**config.mk**
```make
export PLATFORM = sky130hd
export DESIGN_NAME = conv_window_addr_gen_flat
export DESIGN_NICKNAME = d
export VERILOG_FILES = /design/src/rtl/conv_pkg.sv /design/src/rtl/conv_window_addr_gen_if.sv /design/src/rtl/valid_delay_line.sv /design/src/rtl/conv_window_addr_gen.sv /design/src/flat_wrapper.sv
export SDC_FILE = /design/constraint.sdc
export NUM_CORES = 1
export LEC_CHECK = 0
export CORE_ASPECT_RATIO = 0.9
export CORE_UTILIZATION = 49
export CTS_CLUSTER_SIZE = 24
export DETAILED_ROUTE_END_ITERATION = 8
export PLACE_DENSITY = 0.87
export SYNTH_ARGS = -nofsm -noshare
export SYNTH_HDL_FRONTEND = slang
export SYNTH_SLANG_ARGS = --single-unit
```
**constraint.sdc**
```tcl
create_clock -name clk -period 4 [get_ports clk]
set_input_delay 0.6 -clock clk [delete_from_list [all_inputs] [get_ports clk]]
set_output_delay 0.6 -clock clk [all_outputs]
set_load 0.03 [all_outputs]
```
**src/rtl/conv_pkg.sv**
```systemverilog
// rtl/conv_pkg.sv - shared state encoding, tap record and width helper for the conv core
package conv_pkg;

    localparam logic [1:0] ST_IDLE  = 2'b00;
    localparam logic [1:0] ST_RUN   = 2'b01;
    localparam logic [1:0] ST_DRAIN = 2'b10;

    typedef enum logic [1:0] {
        S_IDLE  = ST_IDLE,
        S_RUN   = ST_RUN,
        S_DRAIN = ST_DRAIN
    } state_e;

    // One entry of the read-latency delay line.
    typedef struct packed {
        logic valid;
        logic win_last;
        logic last;
    } tap_t;

    // Bits needed to count 0..n-1, never fewer than one.
    function automatic int clog2(input int n);
        int w;
        w = 1;
        while ((1 << w) < n) w++;
        return w;
    endfunction

endpackage

```
**src/rtl/conv_window_addr_gen_if.sv**
```systemverilog
// rtl/conv_window_addr_gen_if.sv - controller-facing bundle of the window address generator
interface conv_window_addr_gen_if #(
    parameter int ADDR_W = 10
);
    logic              start_in;
    logic              en_in;
    logic [ADDR_W-1:0] weight_addr_out;
    logic [ADDR_W-1:0] img_addr_out;
    logic              addr_valid_out;
    logic              data_valid_out;
    logic              win_last_out;
    logic              weight_end_out;
    logic              img_end_out;

    modport master (
        output start_in, en_in,
        input  weight_addr_out, img_addr_out, addr_valid_out,
        input  data_valid_out, win_last_out, weight_end_out, img_end_out
    );

    modport slave (
        input  start_in, en_in,
        output weight_addr_out, img_addr_out, addr_valid_out,
        output data_valid_out, win_last_out, weight_end_out, img_end_out
    );
endinterface

```
**src/rtl/valid_delay_line.sv**
```systemverilog
// rtl/valid_delay_line.sv - LAT-stage shift register aligning tap markers with BRAM read data
module valid_delay_line
    import conv_pkg::*;
#(
    parameter int LAT = 2
) (
    input  logic clk,
    input  logic rst,
    input  logic en_i,
    input  logic flush_i,
    input  tap_t tap_i,
    output tap_t tail_o
);
    tap_t stage_q [LAT];

    always_ff @(posedge clk or negedge rst) begin
        if (!rst) begin
            for (int i = 0; i < LAT; i++) stage_q[i] <= '0;
        end else if (flush_i) begin
            for (int i = 0; i < LAT; i++) stage_q[i] <= '0;
        end else if (en_i) begin
            stage_q[0] <= tap_i;
            for (int i = 1; i < LAT; i++) stage_q[i] <= stage_q[i-1];
        end
    end

    assign tail_o = stage_q[LAT-1];
endmodule

```
**src/rtl/conv_window_addr_gen.sv**
```systemverilog
// rtl/conv_window_addr_gen.sv - sweeps KxK windows over a row-major feature map, issuing weight/image addresses
module conv_window_addr_gen
    import conv_pkg::*;
#(
    parameter int IMG_W  = 28,
    parameter int IMG_H  = 28,
    parameter int K      = 3,
    parameter int ADDR_W = 10,
    parameter int LAT    = 2
) (
    input  logic                  clk,
    input  logic                  rst,
    conv_window_addr_gen_if.slave bus
);
    localparam int OH = IMG_H - K + 1;
    localparam int OW = IMG_W - K + 1;
    localparam int RW = clog2(OH);
    localparam int CW = clog2(OW);
    localparam int KW = clog2(K);

    state_e        state_q, state_d;
    logic [RW-1:0] r_q, r_d;
    logic [CW-1:0] c_q, c_d;
    logic [KW-1:0] kr_q, kr_d;
    logic [KW-1:0] kc_q, kc_d;

    logic kc_wrap, kr_wrap, c_wrap, r_wrap;
    logic win_end, final_tap, run, drain;
    tap_t tap_in, tap_tail;

    assign kc_wrap   = (kc_q == KW'(K - 1));
    assign kr_wrap   = (kr_q == KW'(K - 1));
    assign c_wrap    = (c_q == CW'(OW - 1));
    assign r_wrap    = (r_q == RW'(OH - 1));
    assign win_end   = kc_wrap && kr_wrap;
    assign final_tap = win_end && c_wrap && r_wrap;
    assign run       = (state_q == S_RUN);
    assign drain     = (state_q == S_DRAIN);

    // The counters wrap to zero on the final tap, so DRAIN and IDLE present address 0.
    always_comb begin
        state_d = state_q;
        r_d     = r_q;
        c_d     = c_q;
        kr_d    = kr_q;
        kc_d    = kc_q;
        if (bus.start_in) begin
            state_d = S_RUN;
            r_d     = '0;
            c_d     = '0;
            kr_d    = '0;
            kc_d    = '0;
        end else if (bus.en_in) begin
            case (state_q)
                S_RUN: begin
                    kc_d = kc_wrap ? '0 : kc_q + KW'(1);
                    if (kc_wrap) kr_d = kr_wrap ? '0 : kr_q + KW'(1);
                    if (win_end) c_d = c_wrap ? '0 : c_q + CW'(1);
                    if (win_end && c_wrap) r_d = r_wrap ? '0 : r_q + RW'(1);
                    if (final_tap) state_d = S_DRAIN;
                end
                S_DRAIN: begin
                    if (tap_tail.last) state_d = S_IDLE;
                end
                default: ;
            endcase
        end
    end

    always_ff @(posedge clk or negedge rst) begin
        if (!rst) begin
            state_q <= S_IDLE;
            r_q     <= '0;
            c_q     <= '0;
            kr_q    <= '0;
            kc_q    <= '0;
        end else begin
            state_q <= state_d;
            r_q     <= r_d;
            c_q     <= c_d;
            kr_q    <= kr_d;
            kc_q    <= kc_d;
        end
    end

    assign tap_in = {run, run && win_end, run && final_tap};

    valid_delay_line #(
        .LAT (LAT)
    ) u_delay (
        .clk     (clk),
        .rst     (rst),
        .en_i    (bus.en_in),
        .flush_i (bus.start_in),
        .tap_i   (tap_in),
        .tail_o  (tap_tail)
    );

    assign bus.weight_addr_out = ADDR_W'(kr_q) * ADDR_W'(K) + ADDR_W'(kc_q);
    assign bus.img_addr_out    = (ADDR_W'(r_q) + ADDR_W'(kr_q)) * ADDR_W'(IMG_W)
                               + ADDR_W'(c_q) + ADDR_W'(kc_q);
    assign bus.addr_valid_out  = run && bus.en_in;
    assign bus.weight_end_out  = run && final_tap && bus.en_in;
    assign bus.data_valid_out  = tap_tail.valid;
    assign bus.win_last_out    = tap_tail.win_last;
    assign bus.img_end_out     = drain && tap_tail.last && bus.en_in;
endmodule

```
**src/flat_wrapper.sv**
```systemverilog
// flat-port wrapper written by rule: the top's interface ports become plain ports
module conv_window_addr_gen_flat import conv_pkg::*;
#(
    parameter int IMG_W  = 28,
    parameter int IMG_H  = 28,
    parameter int K      = 3,
    parameter int ADDR_W = 10,
    parameter int LAT    = 2
)
  (clk, rst, bus_start_in, bus_en_in, bus_weight_addr_out, bus_img_addr_out, bus_addr_valid_out, bus_data_valid_out, bus_win_last_out, bus_weight_end_out, bus_img_end_out);
  conv_window_addr_gen_if #(.ADDR_W(ADDR_W)) bus_i ();
  input  logic clk;
  input  logic rst;
  input wire logic [$bits(bus_i.start_in)-1:0] bus_start_in;
  input wire logic [$bits(bus_i.en_in)-1:0] bus_en_in;
  output wire logic [$bits(bus_i.weight_addr_out)-1:0] bus_weight_addr_out;
  output wire logic [$bits(bus_i.img_addr_out)-1:0] bus_img_addr_out;
  output wire logic [$bits(bus_i.addr_valid_out)-1:0] bus_addr_valid_out;
  output wire logic [$bits(bus_i.data_valid_out)-1:0] bus_data_valid_out;
  output wire logic [$bits(bus_i.win_last_out)-1:0] bus_win_last_out;
  output wire logic [$bits(bus_i.weight_end_out)-1:0] bus_weight_end_out;
  output wire logic [$bits(bus_i.img_end_out)-1:0] bus_img_end_out;
  assign bus_i.start_in = bus_start_in;
  assign bus_i.en_in = bus_en_in;
  assign bus_weight_addr_out = bus_i.weight_addr_out;
  assign bus_img_addr_out = bus_i.img_addr_out;
  assign bus_addr_valid_out = bus_i.addr_valid_out;
  assign bus_data_valid_out = bus_i.data_valid_out;
  assign bus_win_last_out = bus_i.win_last_out;
  assign bus_weight_end_out = bus_i.weight_end_out;
  assign bus_img_end_out = bus_i.img_end_out;
  conv_window_addr_gen #(.IMG_W(IMG_W), .IMG_H(IMG_H), .K(K), .ADDR_W(ADDR_W), .LAT(LAT)) u_core (.clk(clk), .rst(rst), .bus(bus_i));
endmodule
```
==> impl_metrics.xml <==
<?xml version="1.0" encoding="UTF-8"?>
<metrics>
  <group name="logic_synthesis">
    <metric name="synth.yosys.warnings" unit="">0</metric>
    <metric name="synth_flop_cell" unit="">dfrtp_1</metric>
    <metric name="synth-edff-count" unit="">0</metric>
    <metric name="synth.top_cell.area_share" unit="">0.283</metric>
    <metric name="leading_cell_type_by_number_of_instances_after_synthesis" unit="">ha_1</metric>
    <metric name="yosysTopAreaCell" unit="">dfrtp_1</metric>
    <metric name="synth.top_cells.by_count" unit="">ha_1 (27), dfrtp_1 (22), inv_1 (17)</metric>
    <metric name="synth.ff_latch_count" unit="">22</metric>
    <metric name="syn-instance-count" unit="">208</metric>
    <metric name="post_synth_main_area_contributors" unit="">dfrtp_1 (28%), ha_1 (17%), fa_1 (6.2%), xnor2_1 (4.5%), mux2i_1 (3.6%)</metric>
    <metric name="postSynth.asyncResetShare" unit="">1.00</metric>
    <metric name="synth_area" unit="um^2">1950</metric>
    <metric name="postSynthAreaPerCell" unit="um^2">9.36</metric>
    <metric name="synth_seq_area_share" unit="">0.283</metric>
    <metric name="ys_types" unit="">37</metric>
  </group>
  <group name="timing">
    <metric name="hold_viol_final" unit="">0</metric>
    <metric name="max_slew_margin" unit="">0.334</metric>
    <metric name="worst_tran_pin_value" unit="ns">0.995</metric>
    <metric name="period_minus_slack" unit="ns">4.06</metric>
    <metric name="period_utilization_post_route" unit="">1.02</metric>
    <metric name="grt_setup_unrepaired" unit="">yes</metric>
    <metric name="max_clock_freq" unit="GHz">0.246</metric>
    <metric name="slew_viol_final" unit="">0</metric>
    <metric name="fin_ws" unit="ns">-0.0645</metric>
    <metric name="skew" unit="ns">0.00657</metric>
    <metric name="sum_of_negative_setup_slack" unit="ns">-0.0645</metric>
    <metric name="setup-violations-final" unit="">1</metric>
  </group>
  <group name="global_route">
    <metric name="gr-total-overflow" unit="">0</metric>
    <metric name="global_route.usage.total" unit="">0.192</metric>
    <metric name="grt_pass1_wl" unit="mm">5.89</metric>
    <metric name="antenna_found_initial" unit="">0</metric>
    <metric name="first_global_vias" unit="">1336</metric>
    <metric name="grt_max_degree" unit="">23</metric>
  </group>
  <group name="setup_path">
    <metric name="critical_path_peak_fanout" unit="">3</metric>
    <metric name="worst-endpoint-arrival" unit="ns">3.46</metric>
    <metric name="cp-end-kind" unit="">primary output</metric>
    <metric name="worstSetupStartpointType" unit="">register</metric>
    <metric name="type_of_the_worst_setup_path" unit="">register to primary output</metric>
    <metric name="critical_path_required" unit="ns">3.40</metric>
  </group>
  <group name="flow_run">
    <metric name="cap_viol_max_count" unit="">0</metric>
  </group>
  <group name="clocking">
    <metric name="clk_lat_worst_skew" unit="ns">0.26</metric>
    <metric name="h-tree-depth" unit="">1</metric>
    <metric name="cts.clk_slew.worst_paths" unit="ns">0.08</metric>
    <metric name="tritoncts_buffer_count" unit="">3</metric>
    <metric name="ctsLongestPathBuffers" unit="">2</metric>
    <metric name="count_of_clock_tree_sinks" unit="">22</metric>
    <metric name="clock_tree_from_tritoncts" unit="">built</metric>
    <metric name="cts_hold_repair.buffers" unit="">0</metric>
    <metric name="cts-root-buf" unit="">clkbuf_8</metric>
  </group>
  <group name="layout">
    <metric name="final_layout_size_suffix_gt1_frac" unit="">0.207</metric>
    <metric name="num-nets-final" unit="">275</metric>
    <metric name="finalCoreUtilization" unit="">0.661</metric>
    <metric name="register_area" unit="um^2">554</metric>
    <metric name="fin_cells" unit="">283</metric>
    <metric name="multi_input_comb_area" unit="um^2">1450</metric>
    <metric name="layout-area-overhead-vs-synth" unit="%">27.5</metric>
    <metric name="antenna-diode-count" unit="">0</metric>
    <metric name="fillerInstances" unit="">296</metric>
  </group>
  <group name="floorplan">
    <metric name="floorplan_die_area" unit="um^2">4230</metric>
    <metric name="pin_count" unit="">29</metric>
    <metric name="die_span_x" unit="um">68.4</metric>
    <metric name="die_height" unit="um">61.8</metric>
    <metric name="core_area" unit="um^2">3760</metric>
    <metric name="rows" unit="">21</metric>
    <metric name="start_util" unit="">0.518</metric>
  </group>
  <group name="power_and_ir_drop">
    <metric name="power-per-cell-area" unit="nW/um^2">198</metric>
    <metric name="p_total" unit="W">0.000492</metric>
    <metric name="leakage" unit="nW">1.20</metric>
    <metric name="max_ir_drop_vdd" unit="mV">0.221</metric>
  </group>
  <group name="route">
    <metric name="detail_route.drc_violations" unit="">0</metric>
    <metric name="drt_pass1_iterations" unit="">4</metric>
    <metric name="detailedRoute.firstIterationViolations" unit="">55</metric>
    <metric name="routed_wire_length_per_instance" unit="um">13.8</metric>
    <metric name="vias" unit="">1519</metric>
    <metric name="postRouteWirelength" unit="mm">3.90</metric>
    <metric name="post_drt_via_cell_ratio" unit="">5.37</metric>
    <metric name="ant_nets" unit="">0</metric>
  </group>
  <group name="place">
    <metric name="dp_cells" unit="">278</metric>
    <metric name="place.gp.congestion" unit="">0.856</metric>
    <metric name="hpwl" unit="mm">2.80</metric>
    <metric name="buffer_ports.inserted" unit="">22</metric>
    <metric name="dpl_worst_slack" unit="ns">0.0230</metric>
  </group>
  <group name="run_status">
    <metric name="failed_checks" unit="">negative setup slack</metric>
    <metric name="outcome" unit="">complete, but fails checks</metric>
  </group>
  <group name="min_path">
    <metric name="min-delay-path-class" unit="">register to register</metric>
  </group>
</metrics>
registers in the layout (all words and copies together) (netlist names):
| signal | flops |
|---|---|
| u_core.c_q | 5 |
| u_core.r_q | 5 |
| u_core.u_delay.stage_q | 3 |
| u_core.u_delay.tail_o | 3 |
| u_core.kc_q | 2 |
| u_core.kr_q | 2 |
| u_core.state_q | 2 |
cells in the final DEF (no fill, tap or decap), types with 7 or more instances in the layout:
| cell | instances |
|---|---|
| buf_4 | 11 |
| nor2_1 | 15 |
| clkdlybuf4s50_1 | 16 |
| dfrtp_1 | 19 |
| mux2i_1 | 7 |
| nand2_1 | 13 |
| a21oi_1 | 10 |
| o21ai_0 | 7 |
| inv_1 | 17 |
| ha_1 | 22 |
through the flow:
step / cell area [um^2] / hold slack [ns]
6_report: 2480 / 0.529
2_1_floorplan: 2010 / 0.304
4_1_cts: 2360 / 0.526
3_5_place_dp: 2250 / 0.509
5_1_grt: 2480 / 0.554
3_3_place_gp: 2250 / 0.505
worst max-delay path, cell delays in order (launching register included):
cell and delay [ns]:
dfrtp_2 0.44, ha_4 0.16, fa_2 0.35, xor2_2 0.17, fa_1 0.53, ha_4 0.20
fa_2 0.60, nand2_2 0.08, nor3_4 0.14, nand3b_1 0.20, xnor2_4 0.18, buf_6 0.14
area by class of cell:
cell class,instances,share of cell area
Multi-Input combinational cell,163,0.584
Inverter,17,0.0257
Clock inverter,1,0.0121
Clock buffer,3,0.0166
Tap cell,46,0.0232
Sequential cell,22,0.223
Timing Repair Buffer,31,0.115
final timing paths:
check	from	endpoint	slack, ns	cells after the start
max in group asynchronous	rst	u_core.kr_q[1]$_DFFE_PN0P_	2.44	1
setup reg to reg	u_core.kr_q[0]$_DFFE_PN0P_	u_core.c_q[4]$_DFFE_PN0P_	2.04	8
hold / removal	u_core.u_delay.stage_q[3]$_DFFE_PN0N_	u_core.u_delay.tail_o[0]$_DFFE_PN0N_	0.53	2
hold reg to reg	u_core.u_delay.stage_q[3]$_DFFE_PN0N_	u_core.u_delay.tail_o[0]$_DFFE_PN0N_	0.53	2
setup / recovery	u_core.kr_q[0]$_DFFE_PN0P_	bus_img_addr_out[9]	-0.06	11
min in group asynchronous	rst	u_core.u_delay.tail_o[1]$_DFFE_PN0N_	0.88	1
routing by layer:
| metal | GRT usage | share of wire | vias up |
|---|---|---|---|
| met1 | 0.237 | 0.43 | 715 |
| met5 | 0 | 0 | - |
| met2 | 0.336 | 0.51 | 48 |
| met4 | 0.0714 | 0.014 | 0 |
| met3 | 0.0328 | 0.046 | 7 |
| li1 | - | - | 749 |
what timing repair did:
item,in CTS,in global routing
endpoints found under the setup margin,4,4
resized for setup,9,21
pin swaps,3,7
buffers inserted,0,1
logic make-up after synthesis:
logic type,share of synthesized area
AOI/OAI and AO/OA,0.123
xor gates and xnor gates,0.0810
other,0.00193
adders and majority gates,0.235
muxes,0.0360
and+or+nand+nor,0.166
DFF,0.283
buffers and inverters,0.0733
where the power goes:
group,total (W),switching (W),internal (W)
logic,0.0000572,0.0000376,0.0000196
registers,0.000229,0.00000371,0.000225
clock network,0.000206,0.0000725,0.000134
(Power assumes the default switching activity.)
